[src/rtl/qlm_pkg.sv]
// qlm_pkg: shared defaults and state type for the log-multiplier accumulator.
package qlm_pkg;
    localparam int ACC_W_DEF = 40;
    localparam int LEN_W_DEF = 8;
    typedef enum logic [1:0] {IDLE, ACC, HOLD} state_e;
endpackage

[src/rtl/qlm_sat_add.sv]
// qlm_sat_add: W-bit signed adder with carry-in and overflow flag.
// Clamps to the signed range when QLM_ACC_SAT_EN is defined, wraps otherwise.
module qlm_sat_add #(
    parameter int W = 40
) (
    input  logic [W-1:0] a_i,
    input  logic [W-1:0] b_i,
    input  logic         cin_i,
    output logic [W-1:0] sum_o,
    output logic         ovf_o
);
    logic [W:0] s;
    always_comb begin
        s = {a_i[W-1], a_i} + {b_i[W-1], b_i} + {{W{1'b0}}, cin_i};
        ovf_o = s[W] ^ s[W-1];
`ifdef QLM_ACC_SAT_EN
        // s[W] is the true sign of the unbounded result
        sum_o = ovf_o ? (s[W] ? {1'b1, {(W-1){1'b0}}} : {1'b0, {(W-1){1'b1}}}) : s[W-1:0];
`else
        sum_o = s[W-1:0];
`endif
    end
endmodule

[src/rtl/qlm_acc.sv]
// qlm_acc: frame accumulator for one's-complement products from a log multiplier.
// Define QLM_ACC_SAT_EN to clamp overflowing adds instead of wrapping.
module qlm_acc
    import qlm_pkg::*;
#(
    parameter int ACC_W = ACC_W_DEF,
    parameter int LEN_W = LEN_W_DEF
) (
    input  logic             clk,
    input  logic             rst,
    input  logic [31:0]      p_i,
    input  logic             p_sign_i,
    input  logic             p_last_i,
    input  logic             p_valid_i,
    output logic             p_ready_o,
    output logic [ACC_W-1:0] acc_o,
    output logic [LEN_W-1:0] cnt_o,
    output logic             ovf_o,
    output logic             acc_valid_o,
    input  logic             acc_ready_i
);
    state_e           state_q, state_d;
    logic [ACC_W-1:0] acc_q, acc_d, sum;
    logic [LEN_W-1:0] cnt_q, cnt_d;
    logic             ovf_q, ovf_d, add_ovf, idle, accept;

    assign idle        = state_q == IDLE;
    assign p_ready_o   = state_q != HOLD;
    assign acc_valid_o = state_q == HOLD;
    assign accept      = p_valid_i & p_ready_o;
    assign acc_o       = acc_q;
    assign cnt_o       = cnt_q;
    assign ovf_o       = ovf_q;

    // Adding zero on the first term turns the load into the same add path.
    qlm_sat_add #(.W(ACC_W)) u_add (
        .a_i   (idle ? '0 : acc_q),
        .b_i   ({{(ACC_W-32){p_i[31]}}, p_i}),
        .cin_i (p_sign_i & |p_i),
        .sum_o (sum),
        .ovf_o (add_ovf)
    );

    always_comb begin
        state_d = state_q;
        acc_d   = acc_q;
        cnt_d   = cnt_q;
        ovf_d   = ovf_q;
        if (accept) begin
            acc_d   = sum;
            cnt_d   = idle ? LEN_W'(1) : cnt_q + LEN_W'(~&cnt_q);
            ovf_d   = (!idle && ovf_q) || add_ovf;
            state_d = p_last_i ? HOLD : ACC;
        end else if (state_q == HOLD && acc_ready_i) begin
            state_d = IDLE;
        end
    end

    always_ff @(posedge clk) begin
        if (rst) begin
            state_q <= IDLE;
            acc_q   <= '0;
            cnt_q   <= '0;
            ovf_q   <= 1'b0;
        end else begin
            state_q <= state_d;
            acc_q   <= acc_d;
            cnt_q   <= cnt_d;
            ovf_q   <= ovf_d;
        end
    end
endmodule

[config.mk]
export PLATFORM = sky130hd
export DESIGN_NAME = qlm_acc
export DESIGN_NICKNAME = d
export VERILOG_FILES = /design/src/rtl/qlm_pkg.sv /design/src/rtl/qlm_sat_add.sv /design/src/rtl/qlm_acc.sv
export SDC_FILE = /design/constraint.sdc
export NUM_CORES = 1
export LEC_CHECK = 0
export ABC_AREA = 1
export CELL_PAD_IN_SITES_DETAIL_PLACEMENT = 1
export CELL_PAD_IN_SITES_GLOBAL_PLACEMENT = 1
export CORE_ASPECT_RATIO = 0.5
export CORE_MARGIN = 2
export CORE_UTILIZATION = 40
export CTS_CLUSTER_SIZE = 40
export DETAILED_ROUTE_END_ITERATION = 10
export PLACE_DENSITY_LB_ADDON = 0.08
export SLEW_MARGIN = 20
export SYNTH_ARGS = -nofsm -noshare
export SYNTH_HDL_FRONTEND = slang
export SYNTH_HIERARCHICAL = 1
export SYNTH_SLANG_ARGS = --single-unit
[constraint.sdc]
create_clock -name clk -period 7.3 [get_ports clk]
set_input_delay 1.46 -clock clk [delete_from_list [all_inputs] [get_ports clk]]
set_output_delay 1.46 -clock clk [all_outputs]
set_load 0.005 [all_outputs]
# --- Word-level counts from Yosys, hierarchy flattened ---
# Cells that the tools add are included.
classes:
  n_addsub: 3
  mux: 5
  eq_ne: 2
  reduce_logical: 9
  n_bitwise: 3
op_table:
  columns: ["cell", "n"]
  rows:
  - ["$add 40x32->41", 1]
  - ["$add 41x1->41", 1]
  - ["$mux 40", 1]
  - ["$reduce_or 32->1", 1]
  - ["$add 8x1->8", 1]
  - ["$mux 8", 1]
  - ["$reduce_and 8->1", 1]
  - ["$mux 2", 3]
  - ["$and 1x1->1", 2]
  - ["$eq 2x2->1 const B", 1]
  - ["$logic_and 1x1->1", 2]
  - ["$logic_not 1->1", 2]
  - ["$logic_not 2->1", 1]
  - ["$ne 2x2->1 const B", 1]
  - ["$reduce_bool 2->1", 1]
  - ["$logic_or 1x1->1", 1]
  - ["$xor 1x1->1", 1]
totals:
  wordCells: 26
  ff_bits: 51
  inputBits: 38

# --- Longest topological paths before layout ---
logic_depth:
  word_depth: 6
  mapped_depth: 21
  mapped_depth_nobuf: 21

# --- Hierarchy ---
# The synthesis kept the hierarchy.
modules_own_cells:
  columns: ["mod", "n_inst", "seq_area_each_um2", "cells_per_inst", "area_per_inst_um2"]
  rows:
  - ["qlm_sat_add", 1, 0.0, 550, 2911.5]
  - ["qlm_acc", 1, 1021.0, 330, 2257.2]

# --- Least setup slack after synthesis ---
# No wires, ideal clock.
synth_timing:
  path_type: "input-to-reg"
  startpoint: "input port p_i[31]"
  endpoint: "register acc_q[32], in the netlist acc_o[32]"
  path_buffers: 0
  stages: 20
  required_time_ps: 7181
  t_arrival_ps: 3636
  setup_slack_ps: 3545
  path_cell_list: "nor2_1 nand2_1 nor2_1 nand2_1 nor2_1 nor2_1 fa_1 fa_1 nand2_1 nand2_1 nand3_1 nand2_2 nand2_1 nand3_2 nand2_1 inv_1 o21bai_1 nand2_1 o21ai_0 a21oi_1"
synth_between:
  elab_chain_cells: 3
  elab_cells_between_ends: 4
  classes_between: "2 x add/sub; 1 x bitwise; 1 x reduce/logical"
synth_rtl:
  columns: ["item", "line_no", "rtl"]
  rows:
  - ["start, declared", "qlm_acc.sv:11", "input logic [31:0] p_i,"]
  - ["parallel branches: the longest is 2 deep, another holds $add 40x32->41", null, null]
  - ["$add 41x1->41 (*)", "qlm_sat_add.sv:14", "s = {a_i[W-1], a_i} + {b_i[W-1], b_i} + {{W{1'b0}}, cin_i};"]
  - ["via sum[32]", "qlm_acc.sv:23", "logic [ACC_W-1:0] acc_q, acc_d, sum;"]
  - ["end signal, assigned", "qlm_acc.sv:62", "acc_q <= '0;"]
  - ["end signal, assigned", "qlm_acc.sv:67", "acc_q <= acc_d;"]
  - ["end, declared", "qlm_acc.sv:23", null]
# Mark *: on every way through the listed nets, which the timed path passes.
# A chain may end at the register's enable or synchronous reset.

# --- Final worst setup path ---
# Same ends and word-level chain as after synthesis.

==> results.yml <==
outcome:
  status: "finished clean"
grt:
  grt_pass1_vias: 6043
  overflow: 0
  grt_pass1_wl_um: 30700
  grtUsageTotal_pct: 27.9
  grt_max_degree: 86
  grt_antenna_before_repair: 0
yosys:
  async_reset_ff_share_pct: 0
  synth_seq_cells: 51
  yosys_warnings: 6
  synth_top_area_share_pct: 19.8
  yosys.area.top_type: "dfxtp_1"
  seq_area_frac_synth_pct: 19.8
  ys_types: 35
  synth-edff-count: 0
  avgSynthCellArea_sq_um: 5.87
  synth-main-ff-cell: "dfxtp_1"
  syn-instance-count: 880
  syn-num-nets: 961
  synth_area_leaders: "dfxtp_1 20%, nand2_1 16%, ha_1 9.9%, nor2_1 9.4%, inv_1 9.2%"
  syn_area_sq_um: 5170
drt:
  routed_wl_um: 18900
  wl_per_cell_um: 16.7
  first_iter_violations: 329
  ant_nets: 0
  vias: 5927
  vias_per_cell: 5.24
  firstDrtPassIters: 5
  drc: 0
finish:
  fin_area_sq_um: 6340
  drive_above_1_share_pct: 6.03
  register_area_sq_um: 1020
  diodes: 0
  multi_input_comb_area_sq_um: 3550
  fill_cells: 1786
  final_net_count: 1042
  area_growth_pct: 22.6
  final_util_pct: 50.2
clock_tree:
  cts_buffer_depth: 2
  post_cts_resized: 0
  cts_sinks: 51
  cts_hold_buf: 0
  clk_pin_slew_worst_paths_ns: 0.07
  clkLatencyLatePin_ns: 0.30
  root_buffer: "clkbuf_16"
  cts_tree: "done"
  cts_buffers: 5
  htree_levels: 2
  post-cts-setup-buffer-count: 0
worst_setup_path:
  cpMaxStageDelayCell: "clkdlybuf4s50_1"
  rr_startpoint: "state_q[1]"
  path_common_cell: "nand2_1"
  crit_chain: "clkdlybuf4s50_1 -> nor2_1 -> nand2_1 -> nor2_1 -> nand2_1 -> nor2_1 -> nor2_1 -> fa_1 -> fa_1 -> nand2_1 -> nand2_1 -> nand3_1 -> nand2_2 -> nand2_1 -> nand3_2 -> nand2_1 -> inv_1 -> o21bai_1 -> nand2_1 -> o21ai_0 -> a21oi_1"
  cp-end-kind: "flop"
  worstSetupStartpoint: "p_i[31]"
  cp_num_buf_inv: 2
  start_kind: "primary input"
  critPathKind: "primary input to flop"
  cp_top_family: "simple AND/OR/NAND/NOR gates"
  worstPathRequired_ns: 7.46
  worstPathArrival_ns: 4.94
  crit_fanout: 10
  cpPeakStageDelay_ns: 0.63
timing:
  setup_viol: 0
  slew_headroom_pct: 43.2
  fin_ws_ns: 2.52
  tightestPinTransition_ns: 0.852
  skew_ns: 0.00756
  finalMaxSlewViolations: 0
  fmax_mhz: 209
  period_share_pct: 65.5
  hold_viol_final: 0
  setup_tns_ns: 0
  fin_crit_ns: 4.78
  rsz0062_at_grt: "no"
placement:
  placed_cell_area_sq_um: 6190
  port_buffers: 88
  gp_congestion: 0.869
  post-place-ws_ns: 2.23
  post-dp-hpwl_um: 15200
floorplanning:
  die_x_um: 165
  io_pins: 89
  die_h_um: 84.4
  core-area_sq_um: 12600
  start_util_pct: 40.9
  fp-row-count: 29
  die_area_sq_um: 13900
pwr:
  leakagePower_nw: 3.05
  peakVddDrop_v: 0.0000757
  power_density_nw_per_um2: 148
run:
  cap_violations: 0
worst_hold_path:
  hp-start: "acc_o[31]"
  hp-class: "flop to flop"
routing by layer:
metal  up-vias  global-route usage [%]  routed length, um
met4         0                    5.06                257
met2       135                    44.6               8060
met1      2823                    39.7               9610
met3        20                    5.09                963
met5         -                       0                  0
li1       2949                       -                  -
Yosys cell counts (2+ instances only):
master    number
nand2_1      225
nor2_1       129
inv_1        126
a21oi_1       88
dfxtp_1       51
o21ai_0       46
ha_1          41
nand3_1       29
xor2_1        18
nand2_2       17
o21ai_1       14
nand4_1       13
buf_2         11
nor2_2        10
o21bai_1      10
a21oi_2        6
nand3_2        5
xnor2_1        5
clkbuf_1       4
clkinv_1       4
inv_2          4
nor3_1         4
o21a_1         3
a31oi_1        2
buf_6          2
fa_1           2
nor2_4         2
or2_1          2
report_power, final:
part | internal [mW] | total [mW] | switching [mW]
Clock | 0.128 | 0.252 | 0.124
Combinational | 0.148 | 0.366 | 0.218
Sequential | 0.303 | 0.319 | 0.0165
Total | 0.579 | 0.938 | 0.359
stage by stage:
stage	total power [mW]	instances	hold slack (ns)
finish	0.938	1132	0.474
global route	1.00	1132	0.499
floorplan	0.543	880	0.442
detailed placement	0.688	1124	0.464
global placement	0.679	1124	0.448
CTS	0.938	1132	0.477
registers in the layout, indices dropped and copies added, names as in the netlist:
name     flops
acc_o       40
state_q      2
ovf_o        1
cnt_o        8
path summary, 6_finish.rpt:
kind | slack, ns | cells after the start | to
worst max-delay path | 2.52 | 21 | acc_o[32]
worst min-delay path | 0.47 | 2 | acc_o[31]
worst max register to register | 3.92 | 17 | acc_o[32]
worst min register to register | 0.47 | 2 | acc_o[31]
cell type report:
class,count,area share [%]
multi-input cells,678,56.1
clock inverters,2,0.197
well taps,170,3.36
repair buffers,91,14.3
clock buffers,6,2.03
inverters,134,7.94
flip-flops and latches,51,16.1
worst reg2reg max path, cell delays in order, from the launching register on:
cell	delay (ns)
dfxtp_1	0.37
nor2_2	0.12
buf_4	0.45
nor2_1	0.16
fa_1	0.50
fa_1	0.44
nand2_1	0.12
nand2_1	0.08
nand3_1	0.10
nand2_2	0.10
nand2_1	0.10
nand3_2	0.12
nand2_1	0.10
inv_1	0.04
o21bai_1	0.12
nand2_1	0.06
o21ai_0	0.19
a21oi_1	0.06
logic make-up (layout without fill, tap and decap cells):
group                    after synthesis  in the layout  synth area share, %
buffers and inverters                151            233                 11.5
XOR/XNOR                              24             24                 4.21
adder cells (fa/ha/maj)               43             43                 10.7
AND/OR/NAND/NOR                      440            440                 36.0
flip-flops                            51             51                 19.8
AO/OA/AOI/OAI                        171            171                 17.8
layout by cell type, fill, tap and decap left out, drive strengths merged:
| cell type | n |
|---|---|
| clkdlybuf4s50 | 88 |
| or2 | 2 |
| o21a | 3 |
| a21boi | 1 |
| buf | 3 |
| and3 | 1 |
| fa | 2 |
| a31oi | 2 |
| nor3 | 5 |
| clkinvlp | 1 |
| a21oi | 94 |
| a21o | 1 |
| and2 | 1 |
| xnor2 | 5 |
| xor2 | 19 |
| ha | 41 |
| clkinv | 5 |
| nand4 | 13 |
| inv | 130 |
| nor2 | 141 |
| dfxtp | 51 |
| o21bai | 10 |
| o21ai | 60 |
| clkbuf | 6 |
| nand2 | 243 |
| nand3 | 34 |
(Power assumes the default switching activity.)
